===== src/rtl/control_unit.sv =====
// KGP-RISC main decoder: the opcode is turned into datapath steering strobes,
// and these outputs are registered so they line up with the next stage register.
module control_unit #(
   parameter int OPW = 4
) (
   input  logic           clk,
   input  logic           rst_n,
   input  logic [OPW-1:0] opcode,
   output logic           RegWrite,
   output logic           MemRead,
   output logic           MemWrite,
   output logic           MemtoReg,
   output logic           regbranch,
   output logic           AluSrc,
   output logic           RegDst,
   output logic           illegal
);

   // Bit order: RegWrite, MemRead, MemWrite, MemtoReg, regbranch, AluSrc, RegDst, illegal
   logic [7:0] decodeNext;
   logic [7:0] decodeReg;

   // Opcodes carrying X/Z match no item, so they fall through to the illegal row.
   always_comb begin
      decodeNext = 8'b0000_0001;
      case (opcode)
         4'b0000: decodeNext = 8'b1000_0010;
         4'b0001: decodeNext = 8'b1000_0100;
         4'b0010: decodeNext = 8'b1101_0100;
         4'b0011: decodeNext = 8'b0010_0100;
         4'b0100: decodeNext = 8'b0000_1000;
         4'b0101: decodeNext = 8'b0000_0000;
         4'b0110: decodeNext = 8'b1000_0000;
         default: decodeNext = 8'b0000_0001;
      endcase
   end

   always_ff @(posedge clk or negedge rst_n) begin
      if (!rst_n) begin
         decodeReg <= '0;
      end else begin
         decodeReg <= decodeNext;
      end
   end

   assign {RegWrite, MemRead, MemWrite, MemtoReg,
           regbranch, AluSrc, RegDst, illegal} = decodeReg;

endmodule


===== config.mk =====
export PLATFORM = sky130hd
export DESIGN_NAME = control_unit
export DESIGN_NICKNAME = d
export VERILOG_FILES = /design/src/rtl/control_unit.sv
export SDC_FILE = /design/constraint.sdc
export NUM_CORES = 1
export LEC_CHECK = 0
export ABC_CLOCK_PERIOD_IN_PS = 800
export CAP_MARGIN = 0
export CORE_AREA = 5 5 42 44
export CTS_CLUSTER_DIAMETER = 80
export DETAILED_ROUTE_END_ITERATION = 16
export DIE_AREA = 0 0 47 49
export SYNTH_ARGS = -nofsm -noshare
export SYNTH_HDL_FRONTEND = slang
export SYNTH_SLANG_ARGS = --single-unit

===== constraint.sdc =====
create_clock -name clk -period 0.8 [get_ports clk]
set_input_delay 0.12 -clock clk [delete_from_list [all_inputs] [get_ports clk]]
set_output_delay 0.12 -clock clk [all_outputs]
set_load 0.01 [all_outputs]

Yosys cells after proc, flatten, opt, wreduce, memory -nomap -nowiden --
Index checks and enable logic that the tools add are counted.
Word-level totals: word-level logic and storage cells 9, output and inout bits 8, bits of input ports 6, bits in registers 8
Cells by class: reductions and logical operators 1, muxes and demuxes 1, equal/unequal tests 6
Operators with widths (count):
- one-hot mux 8 bit (7 select lines) | 1
- equality test 4 x 3 -> 1 bit, second input constant | 3
- equality test 4 x 2 -> 1 bit, second input constant | 2
- equality test 4 x 1 -> 1 bit, second input constant | 1
- zero test 4 bit | 1

Depth between registers and ports, before layout --
depth in word-level cells 2, mapped depth 2, mapped depth without buffers 2

Worst setup path after synthesis --
Ideal clock, no wire load.
path type reg-to-output, start reg, netlist name decodeReg[6], end out MemtoReg, path slack 0.141 ns, buffers on the path 1, cell stages (with the launch flop) 2, arrival time 0.539 ns, required time 0.680 ns, cell sequence dfrtp_1 -> buf_4
RTL lines:
- end, declared | line 12 | output logic MemtoReg,

Worst setup path in the final report --
start reg decodeReg[6], end out MemRead
RTL lines:
- start, declared | line 21 | logic [7:0] decodeReg;
- start signal, assigned | line 42 | decodeReg <= decodeNext;
- end, declared | line 10 | output logic MemRead,
No word-level cell between the ends.

==> results.cfg <==
[global_routing]
grt_use_met1_pct = 5.20
grtUsageMet3_pct = 4.43
grt-busiest-layer = met4
antenna_found_initial = 0
grt_pass1_wl_um = 724
grt_start_max_net_pins = 9
grt_pass1_vias = 182
gr-total-overflow = 0
grt_util_all_layers_pct = 5.19
grt.met2_usage_pct = 5.20

[placed_design]
gp_congestion = 0.687
preCtsSetupSlack_ns = -0.311
hpwl_um = 403
numPortBuffers = 13

[clock_network]
htreeDepth = 1
cts_inserted_buffers = 3
tritoncts = built
cts-root-buf = clkbuf_4
clk_pin_slew_ns = 0.05
clk_path_buf_depth = 2
postCtsSetupBuffers = 0
ctsHoldBuffers = 0
cts.sinks = 7

[synth]
ys_seq_elements = 7
netlist_instances = 18
syn_avg_cell_area_um2 = 14.4
yosys.area.top_type = dfrtp_1
synth_most_common_cell = dfrtp_1
yosysTopAreaCellShare_pct = 67.6
synth.area.top_cells = dfrtp_1 68%, nor4b_2 12%, nor3_1 3.9%
ys_seq_area_share_pct = 67.6
synth_top_flop_cell = dfrtp_1
synth_edf_count = 0
netlist_area_um2 = 259
syn-num-nets = 24
ys_warn_count = 0
yosys-top-cells-count = 7 x dfrtp_1, 2 x nor3_1, 2 x nor4b_2
synth_cell_types = 10
synth_async_sr_flop_share_pct = 100

[routing]
wl_per_cell_um = 9.98
final_antenna_net_count = 0
drtPass1Iterations = 1
vias = 209
routed_wl_um = 499
drtIter0Drc = 0
via_per_inst = 4.18
route.detailed.drc = 0

[die]
die_y_um = 49
initial_core_util_pct = 18.5
die_area_mm2 = 0.00230
dieWidth_um = 47
num_rows = 14
core_mm2 = 0.00140
ioPinCount = 14

[final_layout]
multi_input_area_um2 = 82.6
final_core_utilization_pct = 28.0
largest_reg_flops = 7
layout-drive-gt1-share_pct = 44.1
diodes = 0
area_growth_pct = 51.7
regArea_um2 = 175
largest_register = decodeReg
top_regs = decodeReg: 7 flops
num-fill-cells = 155
final_nets = 41

[setup_path]
cp-end-kind = output port
worst_path_largest_cell_delay_ns = 0.37
crit_chain = buf_2
cp_slowest_cell = dfrtp_1
required_ns = 0.68
cp_num_buf_inv = 1
path_class = flip-flop to output port
cp_max_fo = 2
start_kind = flip-flop
critical_path.top_delay_family = flip-flops
arrival_ns = 0.75

[timing]
finalCritPeriodShare_pct = 108
worst_slew_pin_slew_ns = 0.298
setup_ws_ns = -0.0678
hold_violations = 0
fin_setup_tns_ns = -0.415
relSlewSlack_pct = 80.0
clock.fmax_ghz = 1.15
rsz0062_at_grt = yes
setup_viol = 8
slew_viol_final = 0
period_minus_slack_ns = 0.868

[power_and_ir_drop]
power_density_mw_per_mm2 = 1920
power_mw = 0.756
p_leak_nw = 0.198
vdd_ir_drop_max_mv = 0.619

[run]
drv_cap = 0

[status]
status = complete, but fails checks
violations = setup timing

[worst_hold_path]
hold_path.class = input pin to async pin
## power by group
group / internal, mW / switching [mW] / total, mW
Combinational: 0.0390 / 0.0475 / 0.0866
Clock: 0.189 / 0.108 / 0.297
Sequential: 0.369 / 0.00377 / 0.373
Total: 0.597 / 0.159 / 0.756
## final cells by class
cell class | count | share of cell area, %
Clock buffer | 4 | 6.69
Multi-Input combinational cell | 10 | 21.0
Timing Repair Buffer | 13 | 22.6
Tap cell | 16 | 5.10
Sequential cell | 7 | 44.6
## per-stage QoR
step	cell area [um2]	std cells	hold WS, ns
floorplan	259	18	-0.176
finish	393	50	0.130
CTS	390	50	0.124
global placement	402	46	0.382
global route	393	50	0.140
detailed placement	402	46	0.385
## placed cells by master (no fill, tap or decap)
master           count
a211oi_1             1
a31o_2               1
buf_2                8
clkbuf_1             1
clkbuf_4             3
clkdlybuf4s50_1      1
dfrtp_1              7
dlygate4sd2_1        3
dlymetal6s2s_1       1
nand2_1              1
nor2_1               1
nor2b_1              1
nor3_1               2
nor4_2               1
nor4b_2              2
## logic make-up (layout without fill, tap and decap cells)
family	after synthesis	count (layout)	share of synthesized area, %
compound gates	2	2	6.28
simple gates	8	8	23.2
buf+inv	1	17	2.90
flops	7	7	67.6
## worst paths after layout
| kind | cells after the start | endpoint | slack, ns | startpoint |
|---|---|---|---|---|
| worst max-delay path | 1 | MemRead | -0.07 | decodeReg[6] |
| worst min-delay path | 1 | decodeReg[6] | 0.13 | rst_n |
| max in group asynchronous | 1 | decodeReg[2] | 0.44 | rst_n |
| min in group clk | 2 | decodeReg[3] | 0.25 | opcode[3] |
## per-layer routing
metal / part of all wire [%] / wire [um]
met5: 0 / 0
met3: 21 / 106
met2: 32 / 162
met1: 41 / 204
met4: 5.2 / 26
## repair_timing
| action | in CTS | in global routing |
|---|---|---|
| setup endpoints to repair | 14 | 11 |
| hold endpoints to repair | 0 | 0 |
| gates resized for setup | 36 | 1 |
No activity file was read; power rests on OpenSTA's default activity.
